**src/rtl/pwm_audio_demod_if.sv**
```systemverilog
// Recovered-sample stream interface for pwm_audio_demod.
// The demodulator drives the master side; the consumer (logger, loopback checker) the slave side.
interface pwm_audio_demod_if #(
  parameter int unsigned SAMPLE_BITS = 7
);
  logic [SAMPLE_BITS-1:0] out_sample;
  logic                   out_valid;
  logic                   out_ready;

  modport master (
    output out_sample,
    output out_valid,
    input  out_ready
  );

  modport slave (
    input  out_sample,
    input  out_valid,
    output out_ready
  );
endinterface

```
**src/rtl/pwm_audio_demod.sv**
```systemverilog
// PWM audio demodulator: aligns to the PWM period marker, undoes the per-period polarity
// inversion, counts effective-high cycles per period and hands the count out on a
// single-entry valid/ready register with sticky overrun and period-length error flags.
// Optional build macro PWM_AUDIO_DEMOD_AVG2_EN averages pairs of clean periods before output.
module pwm_audio_demod #(
  parameter int unsigned PERIOD      = 100,
  parameter int unsigned SAMPLE_BITS = $clog2(PERIOD + 1)
) (
  input  logic                      clk,
  input  logic                      reset,
  input  logic                      enable,
  input  logic                      pwm_in,
  input  logic                      period_start,
  input  logic                      sample_phase,
  input  logic                      clear_err,
  pwm_audio_demod_if.master         out_if,
  output logic                      overrun,
  output logic                      period_err
);

  localparam logic [SAMPLE_BITS-1:0] PeriodVal = SAMPLE_BITS'(PERIOD);
  localparam logic [SAMPLE_BITS-1:0] One       = SAMPLE_BITS'(1);

  typedef enum logic {StIdle, StRun} state_e;

  state_e                 state_q, state_d;
  logic [SAMPLE_BITS-1:0] cyc_q, cyc_d;
  logic [SAMPLE_BITS-1:0] acc_q, acc_d;
  logic                   phase_q, phase_d;
  logic [SAMPLE_BITS-1:0] out_sample_q, out_sample_d;
  logic                   out_valid_q, out_valid_d;
  logic                   overrun_q, overrun_d;
  logic                   period_err_q, period_err_d;

  logic                   clean;
  logic                   err_set;
  logic                   capture;
  logic [SAMPLE_BITS-1:0] cap_val;
  logic                   ovr_set;

  // Effective bit with the phase latched at this start, and with the phase held for the period.
  logic eff_new, eff_run;
  assign eff_new = pwm_in ^ ~sample_phase;
  assign eff_run = pwm_in ^ ~phase_q;

  // Alignment FSM and per-period integrator; disabled cycles leave it untouched.
  always_comb begin
    state_d = state_q;
    cyc_d   = cyc_q;
    acc_d   = acc_q;
    phase_d = phase_q;
    clean   = 1'b0;
    err_set = 1'b0;
    if (enable) begin
      unique case (state_q)
        StIdle: begin
          if (period_start) begin
            state_d = StRun;
            phase_d = sample_phase;
            cyc_d   = One;
            acc_d   = SAMPLE_BITS'(eff_new);
          end
        end
        StRun: begin
          if (period_start) begin
            // The closing start cycle belongs to the next period.
            clean   = (cyc_q == PeriodVal);
            err_set = (cyc_q != PeriodVal);
            phase_d = sample_phase;
            cyc_d   = One;
            acc_d   = SAMPLE_BITS'(eff_new);
          end else if (cyc_q == PeriodVal) begin
            err_set = 1'b1;
            state_d = StIdle;
            cyc_d   = '0;
            acc_d   = '0;
          end else begin
            acc_d = acc_q + SAMPLE_BITS'(eff_run);
            cyc_d = cyc_q + One;
          end
        end
        default: state_d = StIdle;
      endcase
    end
  end

`ifdef PWM_AUDIO_DEMOD_AVG2_EN
  logic [SAMPLE_BITS-1:0] held_q, held_d;
  logic                   held_valid_q, held_valid_d;
  logic [SAMPLE_BITS:0]   pair_sum;

  // Round-half-up mean of the held and current periods cancels the polarity bias.
  assign pair_sum = {1'b0, held_q} + {1'b0, acc_q} + {{SAMPLE_BITS{1'b0}}, 1'b1};

  // Pairing: first clean period is held, the second releases the averaged sample.
  always_comb begin
    held_d       = held_q;
    held_valid_d = held_valid_q;
    capture      = 1'b0;
    cap_val      = pair_sum[SAMPLE_BITS:1];
    if (err_set) begin
      held_valid_d = 1'b0;
    end else if (clean) begin
      if (held_valid_q) begin
        capture      = 1'b1;
        held_valid_d = 1'b0;
      end else begin
        held_d       = acc_q;
        held_valid_d = 1'b1;
      end
    end
  end

  // Held-half storage.
  always_ff @(posedge clk or posedge reset) begin
    if (reset) begin
      held_q       <= '0;
      held_valid_q <= 1'b0;
    end else begin
      held_q       <= held_d;
      held_valid_q <= held_valid_d;
    end
  end
`else
  // Every clean period goes straight to the output register.
  always_comb begin
    capture = clean;
    cap_val = acc_q;
  end
`endif

  // Output register handshake and sticky flags; set events win over clear_err.
  always_comb begin
    out_sample_d = out_sample_q;
    out_valid_d  = out_valid_q;
    overrun_d    = overrun_q;
    period_err_d = period_err_q;
    ovr_set      = capture && out_valid_q && !out_if.out_ready;
    if (capture) begin
      out_sample_d = cap_val;
      out_valid_d  = 1'b1;
    end else if (out_valid_q && out_if.out_ready) begin
      out_valid_d = 1'b0;
    end
    if (clear_err) begin
      overrun_d    = 1'b0;
      period_err_d = 1'b0;
    end
    if (ovr_set) overrun_d = 1'b1;
    if (err_set) period_err_d = 1'b1;
  end

  // State registers.
  always_ff @(posedge clk or posedge reset) begin
    if (reset) begin
      state_q      <= StIdle;
      cyc_q        <= '0;
      acc_q        <= '0;
      phase_q      <= 1'b0;
      out_sample_q <= '0;
      out_valid_q  <= 1'b0;
      overrun_q    <= 1'b0;
      period_err_q <= 1'b0;
    end else begin
      state_q      <= state_d;
      cyc_q        <= cyc_d;
      acc_q        <= acc_d;
      phase_q      <= phase_d;
      out_sample_q <= out_sample_d;
      out_valid_q  <= out_valid_d;
      overrun_q    <= overrun_d;
      period_err_q <= period_err_d;
    end
  end

  assign out_if.out_sample = out_sample_q;
  assign out_if.out_valid  = out_valid_q;
  assign overrun           = overrun_q;
  assign period_err        = period_err_q;

endmodule

```
**src/flat_wrapper.sv**
```systemverilog
// flat-port wrapper written by rule: the top's interface ports become plain ports
module pwm_audio_demod_flat 
#(
  parameter int unsigned PERIOD      = 100,
  parameter int unsigned SAMPLE_BITS = $clog2(PERIOD + 1)
)
  (clk, reset, enable, pwm_in, period_start, sample_phase, clear_err, overrun, period_err, out_if_out_sample, out_if_out_valid, out_if_out_ready);
  pwm_audio_demod_if #(.SAMPLE_BITS(SAMPLE_BITS)) out_if_i ();
  input  logic clk;
  input  logic reset;
  input  logic enable;
  input  logic pwm_in;
  input  logic period_start;
  input  logic sample_phase;
  input  logic clear_err;
  output logic overrun;
  output logic period_err;
  output wire logic [$bits(out_if_i.out_sample)-1:0] out_if_out_sample;
  output wire logic [$bits(out_if_i.out_valid)-1:0] out_if_out_valid;
  input wire logic [$bits(out_if_i.out_ready)-1:0] out_if_out_ready;
  assign out_if_out_sample = out_if_i.out_sample;
  assign out_if_out_valid = out_if_i.out_valid;
  assign out_if_i.out_ready = out_if_out_ready;
  pwm_audio_demod #(.PERIOD(PERIOD), .SAMPLE_BITS(SAMPLE_BITS)) u_core (.clk(clk), .reset(reset), .enable(enable), .pwm_in(pwm_in), .period_start(period_start), .sample_phase(sample_phase), .clear_err(clear_err), .out_if(out_if_i), .overrun(overrun), .period_err(period_err));
endmodule
```
**config.mk**
```make
export PLATFORM = sky130hd
export DESIGN_NAME = pwm_audio_demod_flat
export DESIGN_NICKNAME = d
export VERILOG_FILES = /design/src/rtl/pwm_audio_demod_if.sv /design/src/rtl/pwm_audio_demod.sv /design/src/flat_wrapper.sv
export SDC_FILE = /design/constraint.sdc
export NUM_CORES = 1
export LEC_CHECK = 0
export CAP_MARGIN = 15
export CORE_UTILIZATION = 50
export DETAILED_ROUTE_END_ITERATION = 10
export GPL_TIMING_DRIVEN = 0
export PLACE_DENSITY = 0.75
export SYNTH_ARGS = -nofsm -noshare
export SYNTH_HDL_FRONTEND = slang
export SYNTH_SLANG_ARGS = --single-unit
```
**constraint.sdc**
```tcl
create_clock -name clk -period 2.8 [get_ports clk]
set_input_delay 0.28 -clock clk [delete_from_list [all_inputs] [get_ports clk]]
set_output_delay 0.28 -clock clk [all_outputs]
set_load 0.02 [all_outputs]
```
======== After elaboration in Yosys (flattened, before gate mapping) ========
Index checks and enable logic that the tools add are counted.
cells by class
  add/subtract/negate cells ............... 2
  equality and inequality tests ........... 3
  multiplexer cells ....................... 25
  bitwise operators ....................... 5
  reduce and logical (&&, ||, !) cells .... 9
operator list
  kind                                                            count
  7-bit two-way mux                                               6
  7-bit one-hot mux with 2 select lines                           2
  1-bit two-way mux                                               16
  7-bit by 1-bit adder with 7-bit output                          1
  7-bit by 1-bit adder with 7-bit output (second input constant)  1
  7-bit equality test (second input constant)                     1
  7-bit != test (second input constant)                           1
  2-bit nonzero test                                              3
  2-bit AND reduction                                             2
  1-bit logical AND                                               3
  1-bit inverter                                                  3
  2-bit != test (second input constant)                           1
  1-bit one-hot mux with 2 select lines                           1
  1-bit XOR                                                       2
  1-bit zero test                                                 1
word-level totals
  register bits after elaboration ......... 26
  input port bits ......................... 8
  output and inout bits ................... 10
  logic and storage cells ................. 52

======== Longest topological paths before layout ========
  depth in word-level cells ............... 7
  mapped depth ............................ 10
  mapped depth without buffers ............ 9

======== Worst setup path after synthesis ========
No wires, ideal clock.
  kind .................................... reg-to-reg
  start ................................... register u_core.cyc_q[0]
  end ..................................... register u_core.out_sample_q[0] (netlist: u_core.out_if.out_sample[0])
  setup time .............................. 0.125 ns
  data arrival time ....................... 1.704 ns
  setup slack ............................. 0.971 ns
  cell stages (with the launch flop) ...... 10
  buffers on the path ..................... 1
  clock period less this slack ............ 1.829 ns
  cells stage by stage .................... dfrtp_1 > inv_1 > ha_1 > nand4b_1 > or2_1 > buf_6 > inv_2 > ha_1 > nand3_2 > mux2_2
between the ends
  longest elaborated chain between the ends .. 4
RTL lines
  what                      line                    RTL
  start: declaration        pwm_audio_demod.sv:27   logic [SAMPLE_BITS-1:0] cyc_q, cyc_d;
  start signal: assignment  pwm_audio_demod.sv:166  cyc_q <= cyc_d;
  7-bit equality test       pwm_audio_demod.sv:67   clean = (cyc_q == PeriodVal);
  1-bit two-way mux         pwm_audio_demod.sv:65   if (period_start) begin
  1-bit two-way mux         pwm_audio_demod.sv:55   unique case (state_q)
  1-bit two-way mux         pwm_audio_demod.sv:54   if (enable) begin
  end signal: assignment    pwm_audio_demod.sv:169  out_sample_q <= out_sample_d;
  end: declaration          pwm_audio_demod.sv:30   logic [SAMPLE_BITS-1:0] out_sample_q, out_sample_d;
No other way between the ends.
A chain may end at the register's enable or synchronous reset.

======== Final worst setup path ========
  start ................................... register u_core.cyc_q[0]
  end ..................................... register u_core.out_sample_q[6] (netlist: u_core.out_if.out_sample[6])
The elaborated chain is that of the path after synthesis.

==> key figures <==
Status
  – Status: finished clean

Power and ir drop
  – Sequential share of power: 0.584
  – Comb pwr share: 0.141
  – Clock Power Share: 0.275
  – Lkg Pwr: 0.707 nW
  – Worst VDD drop: between 0.0003 and 0.0004 V
  – Pwr per Cell Area: 457 nW/um^2
  – Sw Ratio: 0.266
  – Power Total: 710 uW
  – Net Sw Power: 189 uW
  – Internal: 521 uW

STA
  – Hold_ws: 0.325 ns
  – PnR worst setup slack: 0.706 ns
  – Final setup violation count: 0
  – Final Hold Viols: 0
  – Fmax: 0.478 GHz
  – RSZ-0062 raised after global routing: false
  – Post-layout min period: around 2.1 ns
  – Ratio of final minimum period to clock period: 0.748
  – Setup Skew: 0.00334 ns
  – TNS Setup: 0 ns
  – Slew headroom: 0.358
  – Pins Over Slew Limit: 0
  – Slew @ Worst Pin: 0.962 ns

Floorplan
  – Die X: 53.4 um
  – Die area: 2850 sq um
  – Cell Rows: 18
  – Core Area: 2480 sq um
  – Initial Utilization: 0.533
  – I/O pins: 18
  – Die height: approximately 53 um

Logic synthesis
  – Largest cells by area after synthesis: dfrtp_1, mux2_2, ha_1
  – Mapped cell area: about 1300 sq um
  – Number of synthesis warnings: 0
  – Top cell type's share of synthesized area: 0.492
  – Share of flip-flops with an asynchronous set or reset: 1.00
  – Post-Syn Area per Cell: between 10 and 15 sq um
  – Post-synthesis sequential area ratio: 0.492
  – Area leader, netlist: dfrtp_1
  – Most common cell in the netlist: dfrtp_1
  – Cells after Synth: 129
  – Post-synth top cells: dfrtp_1, nand2_1, nor2_1, inv_1
  – Post-synth EDFFs: 0
  – Post-synthesis register bit count: 26
  – Post-synthesis cell type count: 34
  – Net Count, Synth: around 140
  – Primary flip-flop cell chosen by synthesis mapping: dfrtp_1

Job
  – Max Cap Viol: 0

Cells and area
  – Core utilization of the finished layout: 0.628
  – Fin cells: 179
  – Post-route cell area: between 1500 and 2000 sq um
  – ANT cells: 0
  – Layout cells sized above 1: 0.154
  – Area Growth Syn to Fin: 17.7%
  – Nets: 164
  – Layout fillers: 216

Worst setup path
  – Worst Setup SP: u_core.cyc_q[0]
  – CP arrival: 2.32 ns
  – Crit Path Max Fanout: 10
  – R2r setup slk: 0.71 ns
  – Reg2reg start: u_core.cyc_q[0]
  – Worst Reg-to-Reg Cells: 9
  – RR Endpoint: u_core.out_if.out_sample[6]
  – Worst setup SP type: flop
  – WP data required: 3.02 ns
  – CP Capture Type: flop
  – CP Class: flop to flop
  – Critical path endpoint: u_core.out_if.out_sample[6]

Route
  – Pre-antenna DRT Iters: 4
  – Drt total wl: roughly 2400 um
  – DRT antenna net count: 0
  – First-iteration detailed-routing DRC count: 15
  – DRC errors left: 0
  – Detail-routed via count per cell: 5.36
  – Vias: 959
  – Wire per inst: around 14 um

Clock network
  – Clock Latency Late Sink: ~0.32 ns
  – Clock sinks: 26
  – CTS resizes: 0
  – Hold Buf Count CTS: 0
  – CTS buffer count: 3
  – Post-CTS Setup Repair Bufs: 0
  – CTS root buf: clkbuf_4
  – CTS tree: yes
  – Clock-pin slew on the worst setup and hold paths: 0.15 ns
  – Max clock buf depth: 2
  – H-tree Lvls: 1

Global routing
  – Met3 Use GR: 0.0287
  – Initial antenna violation count: 0
  – Vias in the first global route: 962
  – GRT Total Usage: 0.194
  – Gr busiest metal: met2
  – Total gr overflow: 0
  – Largest net degree at the start of global routing: 27
  – Grt met2 use: 0.331
  – First-pass GRT wire length: 3990 um
  – Met1 Use GR: 0.247

Min path
  – Hold Crit Class: input pin to flop

Placed design
  – Placer Congestion: approximately 0.84
  – Dpl ws: 0.732 ns
  – Placed inst area: 1520 sq um
  – Hpwl dp: roughly 1800 um
  – Port Buffers: 16
  – Placed cell count: 175
[critical path, cell delays in order, from the launching register on]
cell and delay (ns):
dfrtp_1 0.46, inv_1 0.10, ha_1 0.15, nand4b_1 0.10, or2_1 0.23, buf_6 0.14, inv_2 0.07, ha_1 0.15
nand3_2 0.23, mux2_2 0.35
[placed cells by master, fill, tap and decap left out, types with 2 or more instances in the layout]
cell and instances:
dfrtp_1 26, a31oi_1 2, nand3_1 3, nor2_1 13, nor3_1 4, mux2_2 7, clkbuf_4 3, o21ai_0 4
o22ai_1 2, xnor2_1 7, ha_1 6, a21oi_1 4, clkdlybuf4s50_1 16, buf_2 2, nand2_1 15, nand4b_1 3
inv_1 11, o21a_1 2
[worst min-delay path by stage]
stage / startpoint / endpoint / slack (ns) / cells after the start
after floorplan: reset / u_core.acc_q[0] / 0.32 / 1
after global placement: u_core.out_if.out_sample[5] / u_core.out_if.out_sample[5] / 0.46 / 2
after detailed placement: u_core.out_if.out_sample[5] / u_core.out_if.out_sample[5] / 0.49 / 2
after CTS: enable / u_core.cyc_q[0] / 0.32 / 3
after global routing: enable / u_core.cyc_q[0] / 0.32 / 3
final: enable / u_core.cyc_q[0] / 0.33 / 3
[cell type report]
type	instances	area, sq um	area share
Inverter	12	45.0	0.0290
Timing Repair Buffer	16	160	0.103
Clock buffer	4	36.3	0.0233
Tap cell	30	37.5	0.0241
Buffer	4	28.8	0.0185
Multi-Input combinational cell	87	597	0.384
Sequential cell	26	651	0.418
[power by group through the flow]
| stage | clock, mW | sequential, mW | combinational [mW] |
|---|---|---|---|
| 4_1_cts | 0.196 | 0.415 | 0.102 |
| 6_report | 0.196 | 0.415 | 0.100 |
| 5_1_grt | 0.212 | 0.419 | 0.113 |
| 3_3_place_gp | 0 | 0.421 | 0.0980 |
| 3_5_place_dp | 0 | 0.422 | 0.101 |
| 2_1_floorplan | 0 | 0.419 | 0.0729 |
[registers in the layout (all words and copies together), names as in the netlist]
name,cells
u_core.out_if.out_valid,1
u_core.state_q,1
u_core.out_if.out_sample,7
u_core.overrun,1
u_core.period_err,1
u_core.phase_q,1
u_core.acc_q,7
u_core.cyc_q,7
[per-layer routing]
layer	vias up	wire, um
li1	478	-
met3	2	83
met4	0	15
met1	455	1200
met5	-	0
met2	24	1150
[cell families (layout without fill, tap and decap cells)]
group	after synthesis	after routing	share of synthesized area
fa+ha+maj	6	6	0.0568
buf+inv	16	36	0.0559
mux	7	7	0.0597
compound gates	22	22	0.123
simple gates	44	44	0.159
xor+xnor	8	8	0.0530
flops	26	26	0.492
Power figures use the tool's default switching activity.
